**config.mk**
```make
export PLATFORM = sky130hd
export DESIGN_NAME = rr_priority_arbiter_flat
export DESIGN_NICKNAME = d
export VERILOG_FILES = /design/src/rtl/rr_priority_arbiter_pkg.sv /design/src/rtl/rr_priority_arbiter_if.sv /design/src/rtl/priority_encoder.sv /design/src/rtl/rr_priority_arbiter.sv /design/src/flat_wrapper.sv
export SDC_FILE = /design/constraint.sdc
export NUM_CORES = 1
export LEC_CHECK = 0
export ABC_AREA = 1
export CAP_MARGIN = 25
export CORE_MARGIN = 5
export CORE_UTILIZATION = 45
export CTS_CLUSTER_SIZE = 10
export DETAILED_ROUTE_END_ITERATION = 16
export GPL_TIMING_DRIVEN = 0
export PLACE_DENSITY = 0.88
export SLEW_MARGIN = 20
export SYNTH_ARGS = -nofsm -noshare
export SYNTH_HDL_FRONTEND = slang
export SYNTH_SLANG_ARGS = --single-unit
```
**constraint.sdc**
```tcl
create_clock -name clk_i -period 2.4 [get_ports clk_i]
set_input_delay 0.48 -clock clk_i [delete_from_list [all_inputs] [get_ports clk_i]]
set_output_delay 0.48 -clock clk_i [all_outputs]
set_load 0.02 [all_outputs]
```
**src/rtl/rr_priority_arbiter_pkg.sv**
```systemverilog
// Shared types for the round-robin / fixed-priority arbiter.
package rr_priority_arbiter_pkg;

    typedef enum logic {
        ARB_IDLE  = 1'b0,
        ARB_GRANT = 1'b1
    } arb_state_t;

endpackage

```
**src/rtl/rr_priority_arbiter_if.sv**
```systemverilog
// Request/grant bundle between requesters (master) and the arbiter (slave).
interface rr_priority_arbiter_if #(
    parameter int NUM_REQ = 16
);
    localparam int IDX_W = $clog2(NUM_REQ);

    logic [NUM_REQ-1:0] req_i;
    logic               gnt_ready_i;
    logic               gnt_valid_o;
    logic [IDX_W-1:0]   gnt_idx_o;
    logic [NUM_REQ-1:0] gnt_onehot_o;

    modport master (
        output req_i,
        output gnt_ready_i,
        input  gnt_valid_o,
        input  gnt_idx_o,
        input  gnt_onehot_o
    );

    modport slave (
        input  req_i,
        input  gnt_ready_i,
        output gnt_valid_o,
        output gnt_idx_o,
        output gnt_onehot_o
    );

endinterface

```
**src/rtl/priority_encoder.sv**
```systemverilog
// Combinational lowest-index-first priority encoder.
module priority_encoder #(
    parameter  int NUM_WIRE = 16,
    localparam int IDX_W    = $clog2(NUM_WIRE)
) (
    input  logic [NUM_WIRE-1:0] wire_i,
    output logic [IDX_W-1:0]    index_o,
    output logic                index_valid_o
);

    // Scan downward so the lowest set bit is the last one written.
    always_comb begin
        index_o       = '0;
        index_valid_o = 1'b0;
        for (int i = NUM_WIRE - 1; i >= 0; i--) begin
            if (wire_i[i]) begin
                index_o       = IDX_W'(i);
                index_valid_o = 1'b1;
            end
        end
    end

endmodule

```
**src/rtl/rr_priority_arbiter.sv**
```systemverilog
// Registered arbiter with valid/ready grant; round-robin or fixed priority.
module rr_priority_arbiter
    import rr_priority_arbiter_pkg::*;
#(
    parameter int NUM_REQ = 16,
    parameter int RR_MODE = 1
) (
    input  logic                 clk_i,
    input  logic                 rst_i,
    rr_priority_arbiter_if.slave bus
);

    localparam int               IDX_W    = $clog2(NUM_REQ);
    localparam logic [IDX_W-1:0] LAST_RST = IDX_W'(NUM_REQ - 1);

    arb_state_t         state_q, state_d;
    logic [IDX_W-1:0]   idx_q, idx_d;
    logic [IDX_W-1:0]   last_q, last_d;
    logic [IDX_W-1:0]   ptr;
    logic [NUM_REQ-1:0] above_mask;
    logic [NUM_REQ-1:0] req_masked;
    logic [IDX_W-1:0]   masked_idx, raw_idx, win_idx;
    logic               masked_vld, raw_vld;
    logic               handshake;

    assign handshake = (state_q == ARB_GRANT) && bus.gnt_ready_i;

    // Re-arbitration on a handshake uses the index just accepted as the pointer.
    assign ptr    = (RR_MODE != 0 && handshake) ? idx_q : last_q;
    assign last_d = (RR_MODE != 0 && handshake) ? idx_q : last_q;

    always_comb begin
        above_mask = '0;
        for (int i = 0; i < NUM_REQ; i++) begin
            above_mask[i] = (i > int'(ptr));
        end
    end

    assign req_masked = (RR_MODE != 0) ? (bus.req_i & above_mask) : '0;

    priority_encoder #(.NUM_WIRE(NUM_REQ)) u_enc_masked (
        .wire_i        (req_masked),
        .index_o       (masked_idx),
        .index_valid_o (masked_vld)
    );

    priority_encoder #(.NUM_WIRE(NUM_REQ)) u_enc_raw (
        .wire_i        (bus.req_i),
        .index_o       (raw_idx),
        .index_valid_o (raw_vld)
    );

    // Nothing above the pointer means wrap around to the lowest requester.
    assign win_idx = masked_vld ? masked_idx : raw_idx;

    always_ff @(posedge clk_i) begin
        if (rst_i) begin
            state_q <= ARB_IDLE;
            idx_q   <= '0;
            last_q  <= LAST_RST;
        end else begin
            state_q <= state_d;
            idx_q   <= idx_d;
            last_q  <= last_d;
        end
    end

    always_comb begin
        state_d = state_q;
        idx_d   = idx_q;
        unique case (state_q)
            ARB_IDLE: begin
                if (raw_vld) begin
                    state_d = ARB_GRANT;
                    idx_d   = win_idx;
                end
            end
            ARB_GRANT: begin
                if (bus.gnt_ready_i) begin
                    if (raw_vld) begin
                        idx_d = win_idx;
                    end else begin
                        state_d = ARB_IDLE;
                    end
                end
            end
            default: state_d = ARB_IDLE;
        endcase
    end

    always_comb begin
        bus.gnt_valid_o  = (state_q == ARB_GRANT);
        bus.gnt_idx_o    = idx_q;
        bus.gnt_onehot_o = '0;
        if (state_q == ARB_GRANT) begin
            bus.gnt_onehot_o[idx_q] = 1'b1;
        end
    end

endmodule

```
**src/flat_wrapper.sv**
```systemverilog
// flat-port wrapper written by rule: the top's interface ports become plain ports
module rr_priority_arbiter_flat import rr_priority_arbiter_pkg::*;
#(
    parameter int NUM_REQ = 16,
    parameter int RR_MODE = 1
)
  (clk_i, rst_i, bus_req_i, bus_gnt_ready_i, bus_gnt_valid_o, bus_gnt_idx_o, bus_gnt_onehot_o);
  rr_priority_arbiter_if #(.NUM_REQ(NUM_REQ)) bus_i ();
  input  logic clk_i;
  input  logic rst_i;
  input wire logic [$bits(bus_i.req_i)-1:0] bus_req_i;
  input wire logic [$bits(bus_i.gnt_ready_i)-1:0] bus_gnt_ready_i;
  output wire logic [$bits(bus_i.gnt_valid_o)-1:0] bus_gnt_valid_o;
  output wire logic [$bits(bus_i.gnt_idx_o)-1:0] bus_gnt_idx_o;
  output wire logic [$bits(bus_i.gnt_onehot_o)-1:0] bus_gnt_onehot_o;
  assign bus_i.req_i = bus_req_i;
  assign bus_i.gnt_ready_i = bus_gnt_ready_i;
  assign bus_gnt_valid_o = bus_i.gnt_valid_o;
  assign bus_gnt_idx_o = bus_i.gnt_idx_o;
  assign bus_gnt_onehot_o = bus_i.gnt_onehot_o;
  rr_priority_arbiter #(.NUM_REQ(NUM_REQ), .RR_MODE(RR_MODE)) u_core (.clk_i(clk_i), .rst_i(rst_i), .bus(bus_i));
endmodule
```
# After elaboration in Yosys (flattened, before gate mapping)
# Index checks and enable logic that the tools add are counted.
[totals]
inputBits = 19
output_inout_bits = 21
reg_bits = 9
word_cells = 100
[classes]
eq_ne = 1
n_bitwise = 2
order_cmp = 17
muxes = 75
n_reduce_logical = 2
[op_table]
columns = ["op", "n"]
rows = [
  ["4-bit 2-to-1 mux", 36],
  ["1-bit 2-to-1 mux", 35],
  ["4-bit greater-than comparator, first input constant", 8],
  ["16-bit bitwise AND", 1],
  ["3-bit by 4-bit greater-than comparator with 1-bit output, first input constant", 4],
  ["16-bit 2-to-1 mux", 1],
  ["2-bit by 4-bit greater-than comparator with 1-bit output, first input constant", 2],
  ["4-bit one-hot mux with 2 select lines", 1],
  ["4-bit by 5-bit < comparator with 1-bit output, second input constant", 1],
  ["1-bit demux with 4-bit select", 1],
  ["4-bit by 1-bit greater-or-equal comparator with 1-bit output, second input constant", 1],
  ["1-bit by 4-bit greater-than comparator with 1-bit output, first input constant", 1],
  ["1-bit logical AND", 2],
  ["2-bit inequality test, second input constant", 1],
  ["1-bit one-hot mux with 2 select lines", 1],
  ["1-bit NOT", 1],
]

# Depth between registers and ports, before layout
[depth]
ltp_word = 24
ltp_mapped = 22
ltp_nobuf = 21

# Cells and area by module
# A second synthesis with hierarchy kept.
[unflattened]
cells_unflattened = 237
hier_area_um2 = 1157.4
[modules_own_cells]
columns = ["mod", "area_per_inst_um2", "cells_each", "instances", "seq_area_each_um2"]
rows = [
  ["rr_priority_arbiter", 739.5, 139, 1, 180.2],
  ["priority_encoder", 209.0, 49, 2, 0.0],
]

# Worst setup path after synthesis
# OpenSTA, ideal clock, no wires.
[synth_timing]
kind = "input -> register"
start = "input port bus_gnt_ready_i"
end = "register u_core.idx_q[0] (netlist: u_core.bus.gnt_idx_o[0])"
required_ns = 2.291
stages = 22
path_buffers = 1
path_slack_ns = 0.500
t_arrival_ns = 1.791
cell_sequence = "buf_6 -> nand2_4 -> nand2_1 -> nand2_4 -> nor2_4 -> nand2_1 -> nand3_1 -> nand2_1 -> nand2_1 -> nand2_1 -> nand2_1 -> nand2_1 -> nand2_1 -> nand2_1 -> nand2_1 -> nand2_1 -> nand2_1 -> nand2_1 -> nand2_1 -> nand3_1 -> nand2_1 -> inv_1"
[synth_between]
elab_chain_len = 24
[synth_rtl]
columns = ["item", "line", "source"]
rows = [
  ["start: declaration", "flat_wrapper.sv:12", "input wire logic [$bits(bus_i.gnt_ready_i)-1:0] bus_gnt_ready_i;"],
  ["1-bit logical AND", "rr_priority_arbiter.sv:26", "assign handshake = (state_q == ARB_GRANT) && bus.gnt_ready_i;"],
  ["4-bit 2-to-1 mux", "--", ""],
  ["4-bit greater-than comparator", "rr_priority_arbiter.sv:35", "above_mask[i] = (i > int'(ptr));"],
  ["16-bit bitwise AND", "rr_priority_arbiter.sv:39", "assign req_masked = (RR_MODE != 0) ? (bus.req_i & above_mask) : '0;"],
  ["4-bit 2-to-1 mux or 1-bit 2-to-1 mux (tied branches) (16 in series)", "priority_encoder.sv:16", "if (wire_i[i]) begin"],
  ["4-bit 2-to-1 mux", "rr_priority_arbiter.sv:54", "assign win_idx = masked_vld ? masked_idx : raw_idx;"],
  ["4-bit 2-to-1 mux", "rr_priority_arbiter.sv:73, rr_priority_arbiter.sv:80", ""],
  ["4-bit 2-to-1 mux", "rr_priority_arbiter.sv:79", "if (bus.gnt_ready_i) begin"],
  ["4-bit one-hot mux with 2 select lines", "rr_priority_arbiter.sv:71", "unique case (state_q)"],
  ["end signal: assignment", "rr_priority_arbiter.sv:63", "idx_q <= idx_d;"],
  ["end: declaration", "rr_priority_arbiter.sv:17", "logic [IDX_W-1:0] idx_q, idx_d;"],
]
# Several ways; a longest one is shown, not always the timed one. The select of a mux whose other input is x is not followed.
# A chain may end at the register's enable or synchronous reset.

# Final worst setup path
[layout_timing]
start = "register u_core.state_q (netlist: u_core.bus.gnt_valid_o)"
end = "output port bus_gnt_onehot_o[14]"
[layout_between]
elab_chain_len = 1
[layout_rtl]
columns = ["item", "line", "source"]
rows = [
  ["start: declaration", "rr_priority_arbiter.sv:16", "arb_state_t state_q, state_d;"],
  ["start signal: assignment", "rr_priority_arbiter.sv:62", "state_q <= state_d;"],
  ["16-bit 2-to-1 mux", "rr_priority_arbiter.sv:95", "if (state_q == ARB_GRANT) begin"],
  ["end: declaration", "flat_wrapper.sv:15", "output wire logic [$bits(bus_i.gnt_onehot_o)-1:0] bus_gnt_onehot_o;"],
]
# No other way between the ends.

==> impl_metrics.ini <==
[place]
io_buffers = 38
dp_hpwl_um = 2590
placed_area_um2 = 1580
gp_congestion = 0.822

[final_layout]
fillerInstances = 249
multi_input_area_um2 = 836
n_antenna_cell = 0
fin_area_um2 = 1600
seq_area_um2 = 181
drive_gt1_share_pct = 17.8
fin_nets = 261
area_growth_pct = 38.4

[synth]
synthSimpleGateAreaFrac_pct = 59.1
synthMuxAreaShare_pct = 0
synth_edf_count = 0
synthAdderAreaFrac_pct = 0
avgSynthCellArea_um2 = 5.82
syn-instance-count = 199
synth_compound_area_share_pct = 13.1
yosys_register_bits = 9
synth_xor_area_share_pct = 0
syn_nets = 218
netlist_area_um2 = 1160
synthArstFlopShare_pct = 0
synth_top_family_by_area = simple AND/OR/NAND/NOR gates
yosys_warnings = 0
ys_seq_area_share_pct = 15.6
synth_flop_cell = dfxtp_1
synth_cell_types = 29

[clock_network]
clk_path_buf_depth = 2
cts_buffers = 3
cts_tree = done
clk_latency_ns = 0.27
clkTransAtPathRegs_ns = 0.06
cts_sinks = 9
post_cts_buffers = 0
htreeDepth = 1
root_buffer = clkbuf_4
cts_hold_buf = 0

[critical_path]
ff2ff_path_depth = 15
path_buf_inv = 2
critical_path.max_fanout = 10
critPathKind = register to output port
crit_required_ns = 1.92
arrival_ns = 1.70
cp.depth = 4
path_cells = buf_6 > nand3_1 > nor2_1 > clkdlybuf4s50_1
critPathSlowestCell = clkdlybuf4s50_1
start_kind = register
path_delay_family = buffers and inverters
cpPeakStageDelay_ns = 0.61
setup.worst_path.end_class = output port

[global_route]
grt_usage_pct = 18.4
grt_pass1_wl_um = 5160
grt_pass1_vias = 1224
gr-total-overflow = 0
antenna_found_initial = 0
grt_max_degree = 11

[timing]
finalMaxSlewViolations = 0
rsz0062_at_grt = false
fmax_mhz = 459
min_period_ns = 2.18
slew_headroom_pct = 71.6
min_period_over_period_pct = 90.8
setup_viol = 0
clock-skew-final_ns = 0.000354
tightest_slew_ns = 0.422
setup-tns-final_ns = 0
hold_viol = 0

[route]
drc = 0
vias_per_cell = 5.02
antenna_left = 0
vias = 1361
wire_per_inst_um = 11.3
drt_wl_total_um = 3070
drt_iter0_markers = 77
drtPass1Iterations = 4

[floorplanning]
initial_utilization_pct = 46.8
row_count = 18
die_x_um = 60.7
dieArea_um2 = 3690
coreArea_um2 = 2480
ios = 40
die_h_um = 60.7

[pwr]
leakage_uw = 0.000777
p_per_area_nw_per_um2 = 430
ir_worst_vdd_mv = 0.214

[worst_hold_path]
hold_class = input pin to register
min_path_cells = 4

[outcome]
status = completed

[flow_run]
cap_viol_max_count = 0
-- final timing paths --
check / slack, ns / end / start
min reg2reg: 0.60 / u_core.last_q[0] / u_core.last_q[0]
max: 0.22 / bus_gnt_onehot_o[14] / u_core.bus.gnt_valid_o
min: 0.54 / u_core.bus.gnt_valid_o / bus_gnt_ready_i
max reg2reg: 0.35 / u_core.bus.gnt_idx_o[0] / u_core.bus.gnt_idx_o[1]
-- cells in the final DEF, fill, tap and decap left out --
cell type,instances
clkbuf_4,3
a41oi_1,1
clkbuf_1,1
buf_6,2
clkdlybuf4s50_1,38
dfxtp_2,1
a211oi_1,1
nor2_1,29
nor4_1,2
a21oi_1,5
nor2_4,4
a211o_1,1
nor4_2,1
o211ai_1,1
o21ai_2,2
and2_1,1
nand3_1,18
nand3_2,5
nand2_4,5
o21bai_1,1
nor3_1,2
o211ai_2,1
nand2_1,51
inv_1,28
nand2_2,12
nor2_2,1
inv_2,4
nor3_2,2
a31oi_1,2
dfxtp_1,8
o21ai_1,1
o311ai_0,1
o21ai_0,6
-- timing repair --
action,4_1_cts,5_1_grt
endpoints found under the hold margin,0,0
setup endpoints to repair,0,12
gates resized for setup,0,1
-- synth_stat cells, types with 4 or more instances --
master   instances  share of area (%)
nor2_1          29                9.4
nand2_2         12                6.5
nor2_4           4                3.9
nand3_2          5                4.3
nand3_1         18                7.8
inv_2            4                1.3
a21oi_1          5                2.2
o21ai_0          6                2.6
dfxtp_1          9                 16
inv_1           28                9.1
nand2_4          5                4.9
nand2_1         51                 17
-- layout make-up --
class / instances / share of cell area [%]
Tap cell: 30 / 2.34
Clock buffer: 4 / 1.64
Buffer: 2 / 1.40
Sequential cell: 9 / 11.3
Timing Repair Buffer: 38 / 23.7
Multi-Input combinational cell: 156 / 52.1
Inverter: 32 / 7.49
-- per-layer routing --
| metal | vias up | share of wire [%] | GRT usage, % |
|---|---|---|---|
| li1 | 720 | - | - |
| met1 | 585 | 41 | 21.0 |
| met2 | 51 | 47 | 34.0 |
| met3 | 5 | 9.3 | 2.55 |
| met4 | 0 | 1.7 | 7.43 |
| met5 | - | 0 | 0 |
-- flip-flops by register name (all words and copies together) (netlist names) --
register                cells
u_core.bus.gnt_idx_o        4
u_core.last_q               4
u_core.bus.gnt_valid_o      1
-- through the flow --
step	setup slack (ns)	hold WS, ns	std cells	total power [uW]	util, %
2_1_floorplan	0.500	0.558	199	442	-
6_report	0.222	0.542	271	690	64.7
4_1_cts	0.122	0.536	271	692	64.7
3_5_place_dp	0.0683	0.591	267	573	63.6
3_3_place_gp	0.0749	0.583	267	564	63.6
5_1_grt	0.0653	0.610	271	745	64.7
-- where the power goes --
part | switching [uW] | internal (uW)
logic | 231 | 154
clock network | 53.9 | 64.1
registers | 19.8 | 167
-- cells by family (layout without fill, tap and decap cells) --
logic type	count (synthesis)	count (layout)
buf+inv	34	76
compound gates	23	23
simple gates	133	133
flops	9	9
-- worst reg2reg max path, delay by kind of cell (launching register included) --
kind | cells | cell delay (ns)
and+or+nand+nor | 12 | 1.31
DFF | 1 | 0.44
buffers and inverters | 2 | 0.15
AOI/OAI and AO/OA | 1 | 0.09
(Power assumes the default switching activity.)
